===== config.mk =====
export PLATFORM = sky130hd
export DESIGN_NAME = veggie_physics_engine_flat
export DESIGN_NICKNAME = d
export VERILOG_FILES = /design/src/rtl/veggie_physics_engine_if.sv /design/src/rtl/veggie_physics_engine.sv /design/src/flat_wrapper.sv
export SDC_FILE = /design/constraint.sdc
export NUM_CORES = 1
export LEC_CHECK = 0
export BUFFER_PORTS_ARGS = -buffer_cell sky130_fd_sc_hd__buf_2
export CORE_AREA = 8 8 161 163
export CTS_CLUSTER_SIZE = 25
export DETAILED_ROUTE_END_ITERATION = 8
export DIE_AREA = 0 0 169 171
export PLACE_DENSITY = 0.8
export SLEW_MARGIN = 30
export SYNTH_ARGS = -nofsm -noshare
export SYNTH_HDL_FRONTEND = slang
export SYNTH_SLANG_ARGS = --single-unit

===== constraint.sdc =====
create_clock -name clk_in -period 5.7 [get_ports clk_in]
set_input_delay 0.57 -clock clk_in [delete_from_list [all_inputs] [get_ports clk_in]]
set_output_delay 0.57 -clock clk_in [all_outputs]
set_load 0.005 [all_outputs]

===== src/rtl/veggie_physics_engine_if.sv =====
// Playfield bus between the video timing/katana/LFSR sources and the physics core.
// Latency: none, wires only.
// Backpressure: none; frame ticks offered while the core is busy are dropped.
interface veggie_physics_engine_if #(
  parameter int NUM_VEGGIES = 4
);
  logic [10:0]               hcount_in;
  logic [9:0]                vcount_in;
  logic [10:0]               katana_x_in;
  logic [9:0]                katana_y_in;
  logic [15:0]               random_in;
  logic                      enable_in;
  logic [11*NUM_VEGGIES-1:0] veggie_x_out;
  logic [10*NUM_VEGGIES-1:0] veggie_y_out;
  logic [NUM_VEGGIES-1:0]    active_out;
  logic [NUM_VEGGIES-1:0]    split_out;
  logic                      split_pulse_out;
  logic [15:0]               score_out;
  logic [7:0]                misses_out;
  logic                      busy_out;

  modport master (
    output hcount_in, vcount_in, katana_x_in, katana_y_in, random_in, enable_in,
    input  veggie_x_out, veggie_y_out, active_out, split_out, split_pulse_out,
           score_out, misses_out, busy_out
  );

  modport slave (
    input  hcount_in, vcount_in, katana_x_in, katana_y_in, random_in, enable_in,
    output veggie_x_out, veggie_y_out, active_out, split_out, split_pulse_out,
           score_out, misses_out, busy_out
  );
endinterface


===== src/rtl/veggie_physics_engine.sv =====
// Veggie physics/scoring core: spawn, gravity, wall bounce, katana hits, fall-off, once per frame.
// Latency: NUM_VEGGIES cycles per accepted frame tick, one slot per clock; outputs follow one cycle later.
// Backpressure: ticks arriving while paused or mid-sweep are silently dropped.
module veggie_physics_engine #(
  parameter int NUM_VEGGIES = 4,
  parameter int SCREEN_W    = 1024,
  parameter int SCREEN_H    = 768,
  parameter int VEG_W       = 64,
  parameter int VEG_H       = 64,
  parameter int GRAVITY     = 1,
  parameter int LAUNCH_VY   = 24,
  parameter int SPAWN_GAP   = 60,
  parameter int SPAWN_X_MIN = 128
) (
  input logic clk_in,
  input logic rst_in,
  veggie_physics_engine_if.slave bus
);

  localparam int IDXW = (NUM_VEGGIES > 1) ? $clog2(NUM_VEGGIES) : 1;

  // Geometry constants pre-sized so every comparison stays in one signed width.
  localparam logic signed [13:0] BOX_W      = 14'(VEG_W);
  localparam logic signed [13:0] BOX_H      = 14'(VEG_H);
  localparam logic signed [13:0] X_MAX      = 14'(SCREEN_W - VEG_W);
  localparam logic signed [13:0] Y_LIM      = 14'(SCREEN_H);
  localparam logic signed [9:0]  GRAV       = 10'(GRAVITY);
  localparam logic signed [9:0]  VY_MAX     = 10'sd127;
  localparam logic [10:0]        X_BASE     = 11'(SPAWN_X_MIN);
  localparam logic signed [11:0] Y_SPAWN    = 12'(SCREEN_H - VEG_H);
  localparam logic signed [7:0]  VY_LAUNCH  = 8'(-LAUNCH_VY);
  localparam logic [15:0]        GAP_RELOAD = 16'(SPAWN_GAP);
  localparam logic [IDXW-1:0]    LAST_IDX   = IDXW'(NUM_VEGGIES - 1);

  typedef enum logic [1:0] {SLOT_IDLE, SLOT_FLYING, SLOT_SPLIT} slot_t;
  typedef enum logic {CTL_WAIT, CTL_SWEEP} ctl_t;

  ctl_t            state, state_nxt;
  logic [IDXW-1:0] idx, idx_nxt;
  logic [15:0]     timer, timer_nxt;
  logic            spawn_vld, spawn_vld_nxt;
  logic [IDXW-1:0] spawn_idx, spawn_idx_nxt;
  logic            frame_tick;
  logic            free_vld;
  logic [IDXW-1:0] free_idx;
  logic            sweeping;
  logic            do_spawn;

  slot_t             slot_st [NUM_VEGGIES];
  logic [10:0]       pos_x   [NUM_VEGGIES];
  logic signed [11:0] pos_y  [NUM_VEGGIES];
  logic signed [3:0] vel_x   [NUM_VEGGIES];
  logic signed [7:0] vel_y   [NUM_VEGGIES];

  slot_t             cur_st, upd_st;
  logic [10:0]       cur_x, upd_x;
  logic signed [11:0] cur_y, upd_y;
  logic signed [3:0] cur_vx, upd_vx;
  logic signed [7:0] cur_vy, upd_vy;
  logic              hit, miss, in_box;
  logic signed [13:0] sx, sy, skx, sky, nx, ny;
  logic signed [9:0] vy_sum;

  logic             split_pulse;
  logic [15:0]      score;
  logic [7:0]       misses;

  assign sweeping = (state == CTL_SWEEP);

  // Frame tick is registered so the video counters never feed control logic directly.
  always_ff @(posedge clk_in or posedge rst_in) begin
    if (rst_in) frame_tick <= 1'b0;
    else        frame_tick <= (bus.hcount_in == 11'd1024) && (bus.vcount_in == 10'd768);
  end

  // Lowest-indexed idle slot is the spawn candidate for this frame.
  always_comb begin
    free_vld = 1'b0;
    free_idx = '0;
    for (int i = NUM_VEGGIES - 1; i >= 0; i--) begin
      if (slot_st[i] == SLOT_IDLE) begin
        free_vld = 1'b1;
        free_idx = IDXW'(i);
      end
    end
  end

  // Controller state register.
  always_ff @(posedge clk_in or posedge rst_in) begin
    if (rst_in) begin
      state     <= CTL_WAIT;
      idx       <= '0;
      timer     <= GAP_RELOAD;
      spawn_vld <= 1'b0;
      spawn_idx <= '0;
    end else begin
      state     <= state_nxt;
      idx       <= idx_nxt;
      timer     <= timer_nxt;
      spawn_vld <= spawn_vld_nxt;
      spawn_idx <= spawn_idx_nxt;
    end
  end

  // Controller next state: accept a tick only when idle, run the spawn timer, walk the slots.
  always_comb begin
    state_nxt     = state;
    idx_nxt       = idx;
    timer_nxt     = timer;
    spawn_vld_nxt = spawn_vld;
    spawn_idx_nxt = spawn_idx;
    case (state)
      CTL_WAIT: begin
        if (frame_tick && bus.enable_in) begin
          state_nxt = CTL_SWEEP;
          idx_nxt   = '0;
          if (timer != 16'd0) begin
            timer_nxt     = timer - 16'd1;
            spawn_vld_nxt = 1'b0;
          end else begin
            // No free slot leaves the timer at zero so the spawn retries next frame.
            spawn_vld_nxt = free_vld;
            spawn_idx_nxt = free_idx;
          end
        end
      end
      CTL_SWEEP: begin
        if (do_spawn) timer_nxt = GAP_RELOAD;
        if (idx == LAST_IDX) begin
          state_nxt     = CTL_WAIT;
          idx_nxt       = '0;
          spawn_vld_nxt = 1'b0;
        end else begin
          idx_nxt = idx + 1'b1;
        end
      end
      default: state_nxt = CTL_WAIT;
    endcase
  end

  // Fetch the slot under the sweep pointer.
  always_comb begin
    cur_st = slot_st[idx];
    cur_x  = pos_x[idx];
    cur_y  = pos_y[idx];
    cur_vx = vel_x[idx];
    cur_vy = vel_y[idx];
  end

  assign do_spawn = sweeping && spawn_vld && (idx == spawn_idx) && (cur_st == SLOT_IDLE);

  // Per-slot physics from pre-update values: spawn, hit, or integrate/bounce/fall.
  always_comb begin
    upd_st = cur_st;
    upd_x  = cur_x;
    upd_y  = cur_y;
    upd_vx = cur_vx;
    upd_vy = cur_vy;
    hit    = 1'b0;
    miss   = 1'b0;
    sx     = $signed({3'b000, cur_x});
    sy     = $signed({{2{cur_y[11]}}, cur_y});
    skx    = $signed({3'b000, bus.katana_x_in});
    sky    = $signed({4'b0000, bus.katana_y_in});
    nx     = sx + $signed({{10{cur_vx[3]}}, cur_vx});
    ny     = sy + $signed({{6{cur_vy[7]}}, cur_vy});
    vy_sum = $signed({{2{cur_vy[7]}}, cur_vy}) + GRAV;
    in_box = (skx >= sx) && (skx < sx + BOX_W) && (sky >= sy) && (sky < sy + BOX_H);
    if (cur_st == SLOT_IDLE) begin
      if (do_spawn) begin
        upd_st = SLOT_FLYING;
        upd_x  = X_BASE + {2'b00, bus.random_in[8:0]};
        upd_vx = $signed({bus.random_in[11], bus.random_in[11:9]});
        upd_y  = Y_SPAWN;
        upd_vy = VY_LAUNCH;
      end
    end else if ((cur_st == SLOT_FLYING) && in_box) begin
      upd_st = SLOT_SPLIT;
      hit    = 1'b1;
    end else begin
      upd_y  = ny[11:0];
      upd_vy = (vy_sum > VY_MAX) ? 8'sd127 : vy_sum[7:0];
      if (nx[13] || (nx > X_MAX)) upd_vx = -cur_vx;
      else                        upd_x  = nx[10:0];
      if (ny >= Y_LIM) begin
        upd_st = SLOT_IDLE;
        miss   = (cur_st == SLOT_FLYING);
      end
    end
  end

  // Slot storage: only the slot under the pointer is written during a sweep.
  always_ff @(posedge clk_in or posedge rst_in) begin
    if (rst_in) begin
      for (int i = 0; i < NUM_VEGGIES; i++) begin
        slot_st[i] <= SLOT_IDLE;
        pos_x[i]   <= '0;
        pos_y[i]   <= '0;
        vel_x[i]   <= '0;
        vel_y[i]   <= '0;
      end
    end else if (sweeping) begin
      slot_st[idx] <= upd_st;
      pos_x[idx]   <= upd_x;
      pos_y[idx]   <= upd_y;
      vel_x[idx]   <= upd_vx;
      vel_y[idx]   <= upd_vy;
    end
  end

  // Score, misses and the per-split pulse; counters saturate rather than wrap.
  always_ff @(posedge clk_in or posedge rst_in) begin
    if (rst_in) begin
      split_pulse <= 1'b0;
      score       <= '0;
      misses      <= '0;
    end else begin
      split_pulse <= sweeping && hit;
      if (sweeping && hit && (score != 16'hFFFF)) score <= score + 16'd1;
      if (sweeping && miss && (misses != 8'hFF)) misses <= misses + 8'd1;
    end
  end

  // Export packed per-slot views; y above the screen top is shown as row 0.
  always_comb begin
    bus.veggie_x_out = '0;
    bus.veggie_y_out = '0;
    bus.active_out   = '0;
    bus.split_out    = '0;
    for (int i = 0; i < NUM_VEGGIES; i++) begin
      bus.veggie_x_out[11*i +: 11] = pos_x[i];
      bus.veggie_y_out[10*i +: 10] = pos_y[i][11] ? 10'd0 : pos_y[i][9:0];
      bus.active_out[i]            = (slot_st[i] != SLOT_IDLE);
      bus.split_out[i]             = (slot_st[i] == SLOT_SPLIT);
    end
  end

  assign bus.split_pulse_out = split_pulse;
  assign bus.score_out       = score;
  assign bus.misses_out      = misses;
  assign bus.busy_out        = sweeping;

endmodule


===== src/flat_wrapper.sv =====
// flat-port wrapper written by rule: the top's interface ports become plain ports
module veggie_physics_engine_flat 
#(
  parameter int NUM_VEGGIES = 4,
  parameter int SCREEN_W    = 1024,
  parameter int SCREEN_H    = 768,
  parameter int VEG_W       = 64,
  parameter int VEG_H       = 64,
  parameter int GRAVITY     = 1,
  parameter int LAUNCH_VY   = 24,
  parameter int SPAWN_GAP   = 60,
  parameter int SPAWN_X_MIN = 128
)
  (clk_in, rst_in, bus_hcount_in, bus_vcount_in, bus_katana_x_in, bus_katana_y_in, bus_random_in, bus_enable_in, bus_veggie_x_out, bus_veggie_y_out, bus_active_out, bus_split_out, bus_split_pulse_out, bus_score_out, bus_misses_out, bus_busy_out);
  veggie_physics_engine_if #(.NUM_VEGGIES(NUM_VEGGIES)) bus_i ();
  input logic clk_in;
  input logic rst_in;
  input wire logic [$bits(bus_i.hcount_in)-1:0] bus_hcount_in;
  input wire logic [$bits(bus_i.vcount_in)-1:0] bus_vcount_in;
  input wire logic [$bits(bus_i.katana_x_in)-1:0] bus_katana_x_in;
  input wire logic [$bits(bus_i.katana_y_in)-1:0] bus_katana_y_in;
  input wire logic [$bits(bus_i.random_in)-1:0] bus_random_in;
  input wire logic [$bits(bus_i.enable_in)-1:0] bus_enable_in;
  output wire logic [$bits(bus_i.veggie_x_out)-1:0] bus_veggie_x_out;
  output wire logic [$bits(bus_i.veggie_y_out)-1:0] bus_veggie_y_out;
  output wire logic [$bits(bus_i.active_out)-1:0] bus_active_out;
  output wire logic [$bits(bus_i.split_out)-1:0] bus_split_out;
  output wire logic [$bits(bus_i.split_pulse_out)-1:0] bus_split_pulse_out;
  output wire logic [$bits(bus_i.score_out)-1:0] bus_score_out;
  output wire logic [$bits(bus_i.misses_out)-1:0] bus_misses_out;
  output wire logic [$bits(bus_i.busy_out)-1:0] bus_busy_out;
  assign bus_i.hcount_in = bus_hcount_in;
  assign bus_i.vcount_in = bus_vcount_in;
  assign bus_i.katana_x_in = bus_katana_x_in;
  assign bus_i.katana_y_in = bus_katana_y_in;
  assign bus_i.random_in = bus_random_in;
  assign bus_i.enable_in = bus_enable_in;
  assign bus_veggie_x_out = bus_i.veggie_x_out;
  assign bus_veggie_y_out = bus_i.veggie_y_out;
  assign bus_active_out = bus_i.active_out;
  assign bus_split_out = bus_i.split_out;
  assign bus_split_pulse_out = bus_i.split_pulse_out;
  assign bus_score_out = bus_i.score_out;
  assign bus_misses_out = bus_i.misses_out;
  assign bus_busy_out = bus_i.busy_out;
  veggie_physics_engine #(.NUM_VEGGIES(NUM_VEGGIES), .SCREEN_W(SCREEN_W), .SCREEN_H(SCREEN_H), .VEG_W(VEG_W), .VEG_H(VEG_H), .GRAVITY(GRAVITY), .LAUNCH_VY(LAUNCH_VY), .SPAWN_GAP(SPAWN_GAP), .SPAWN_X_MIN(SPAWN_X_MIN)) u_core (.clk_in(clk_in), .rst_in(rst_in), .bus(bus_i));
endmodule

==> flow_metrics.py <==
metrics = {
    "place": {
        "port_buffers": 174,
        "hpwl_um": 24400,
        "place_congestion": 0.900,
        "pre_cts_ws_ns": 0.929,
        "place_area_mm2": 0.0133,
        "placed_cells": 1728,
    },
    "synthesis": {
        "avgSynthCellArea_um2": 9.45,
        "yosys_warnings": 0,
        "synth_top_family_by_area": "simple AND/OR/NAND/NOR gates",
        "yosysSeqAreaShare": 0.406,
        "synth_nets": 1410,
        "async_flop_share": 1.00,
        "muxShareOfSynthArea": 0.104,
        "synth_xor_area_frac": 0.0355,
        "synth_ff_type": "dfrtp_1",
        "synth_adder_area_share": 0.0726,
        "synth_cell_types": 75,
        "synth_edf_count": 0,
        "synthesis.instances": 1280,
        "synth-simple-area-share": 0.197,
        "synth_area_mm2": 0.0121,
        "synth_compound_area_frac": 0.144,
        "ys_ff_latch": 196,
    },
    "cells_and_area": {
        "diodes": 0,
        "register_area_mm2": 0.00491,
        "layout.nets": 1558,
        "final_cell_mix": "nand2_1 (209), dfrtp_1 (190), buf_2 (174)",
        "drive_gt1_frac": 0.231,
        "post-route-cell-area_mm2": 0.0139,
        "final_common_cell": "nand2_1",
        "area_growth_pct": 15.2,
        "multi_input_area_mm2": 0.00670,
        "fillCellCount": 1973,
        "stdcell_count": 1760,
    },
    "clock_tree": {
        "cts_tree": "done",
        "htreeDepth": 4,
        "clockBufferDepth": 2,
        "cts_setup_buffers": 0,
        "clk_latency_ns": 0.45,
        "cts.sinks": 196,
        "cts_hold_buf": 0,
        "ctsResizeCount": 0,
        "cts_root_buf": "clkbuf_16",
        "cts_buffers": 17,
        "path_clk_slew_ns": 0.08,
    },
    "grt": {
        "grt_use_total": 0.237,
        "grt_first_pass_wirelength_um": 54700,
        "grt_max_degree": 107,
        "overflow": 0,
        "antenna_found_initial": 0,
        "grt_pass1_vias": 10300,
    },
    "run": {
        "drv_cap": 0,
    },
    "floorplan": {
        "fp.coreArea_mm2": 0.0233,
        "initial_core_util": 0.520,
        "row_count": 56,
        "die_w_um": 169,
        "io_pins": 179,
        "dieArea_mm2": 0.0289,
        "die_h_um": 171,
    },
    "routing": {
        "drt_iter0_markers": 1062,
        "route.detailed.drc": 0,
        "vias": 10600,
        "avgViaCountPerCell": 6.04,
        "postRouteAntennaNets": 0,
        "drt_wl_total_um": 34400,
        "wl_per_cell_um": 19.5,
        "first_pass_iters": 5,
    },
    "sta": {
        "tightestPinTransition_ns": 0.734,
        "fin_ws_ns": 0.890,
        "skew_ns": 0.0115,
        "setup_tns_ns": 0,
        "max-slew-margin-rel": 0.506,
        "fin_crit_ns": 4.81,
        "setup_violations": 0,
        "finalCritPeriodShare": 0.844,
        "fmax_mhz": 208,
        "final_hold_viol_count": 0,
        "drv_slew": 0,
        "rsz0062_at_grt": "no",
    },
    "setup_path": {
        "cp_max_fo": 22,
        "reg2reg_from": "u_core.idx[0]",
        "crit_path_start_kind": "flip-flop",
        "crit_path_start": "u_core.idx[0]",
        "crit_required_ns": 6.04,
        "criticalPathCategory": "reg2reg",
        "end_kind": "flip-flop",
        "worst_ep_arrival_time_ns": 5.15,
    },
    "power": {
        "total_leakage_power_uw": 0.00678,
        "vdd_drop_max_mv": 0.154,
        "power_density_mw_per_mm2": 204,
    },
    "min_path": {
        "hp-class": "in2async",
    },
    "run_status": {
        "outcome": "finished clean",
    },
}
-- cell families (layout without fill, tap and decap cells) --
family	count (synthesis)	after routing
multiplexers	76	76
adder cells (fa/ha/maj)	69	69
flip-flops	196	196
AO/OA/AOI/OAI	281	281
AND/OR/NAND/NOR	488	488
buffers and inverters	121	282
XOR/XNOR	49	49
-- cell type report --
| cell class | instances | share of cell area |
|---|---|---|
| Clock buffer | 17 | 0.0305 |
| Clock inverter | 15 | 0.0153 |
| Inverter | 53 | 0.0145 |
| Multi-Input combinational cell | 963 | 0.480 |
| Sequential cell | 196 | 0.352 |
| Tap cell | 319 | 0.0286 |
| Timing Repair Buffer | 197 | 0.0781 |
-- worst max-delay path, cell delays in order, from the launching register on --
cell and delay (ns):
dfrtp_2 0.63, buf_12 0.28, mux4_2 0.61, ha_1 0.26, fa_1 0.41, a21o_1 0.18, a21oi_1 0.31, o211ai_1 0.25
and3_1 0.25, a311oi_1 0.27, o311ai_0 0.19, buf_4 0.19, nor3_2 0.46, mux2_2 0.39
-- synth_stat cells, types with 9 or more instances --
cell	count	area, um2
a31oi_1	17	106
and3_1	16	100
clkbuf_1	52	195
nor2b_1	54	338
nand2b_1	9	56.3
nor2_1	71	267
o31ai_1	10	75.1
xor2_1	15	131
xnor2_1	34	298
nand3_1	36	180
a21oi_1	59	295
nor3_1	14	70.1
a21o_1	15	113
and2_1	9	56.3
inv_1	52	195
dfrtp_1	192	4800
mux4_2	37	833
nand4_1	19	119
mux2_2	31	349
o21ai_0	112	561
buf_2	10	50.1
nor3_2	11	110
nand2_1	210	788
ha_1	67	838
-- power by group --
group,leakage [uW],internal [uW],switching (uW)
Sequential,0.00208,1390,0.998
Clock,0.000307,713,602
Combinational,0.00439,50.8,88.8
Total,0.00678,2150,692
-- routing by layer --
layer | up-vias | part of all wire | GRT usage
li1 | 4851 | - | -
met4 | 0 | 0.018 | 0.0743
met5 | - | 0 | 0
met3 | 54 | 0.081 | 0.0509
met2 | 486 | 0.47 | 0.378
met1 | 5248 | 0.43 | 0.320
-- through the flow --
stage / hold slack, ns / utilization / power (uW)
detailed placement: 0.461 / 0.572 / 1560
global route: 0.290 / 0.599 / 2930
CTS: 0.273 / 0.599 / 2850
global placement: 0.452 / 0.570 / 1550
floorplan: 0.440 / - / 1500
finish: 0.231 / 0.599 / 2850
-- path summary, 6_finish.rpt --
kind                                       endpoint  slack (ns)  cells past startpoint
hold / removal              u_core.bus.score_out[3]        0.23                      3
max in group asynchronous           u_core.vel_x[2]        4.59                      4
min in group clk_in               u_core.frame_tick        0.38                      2
setup / recovery           u_core.bus.misses_out[1]        0.89                     13
hold reg to reg                    u_core.vel_y[16]        0.48                      2
setup reg to reg           u_core.bus.misses_out[1]        0.89                     13
-- state kept, by name, indices dropped and copies added (netlist names) --
signal	flops
u_core.bus.busy_out	1
u_core.vel_y	32
u_core.frame_tick	1
u_core.slot_st	8
u_core.timer	16
u_core.bus.score_out	16
u_core.bus.split_pulse_out	1
u_core.spawn_idx	2
u_core.pos_y	48
u_core.spawn_vld	1
u_core.vel_x	16
u_core.bus.veggie_x_out	44
u_core.idx	2
u_core.bus.misses_out	8
(Power assumes the default switching activity.)
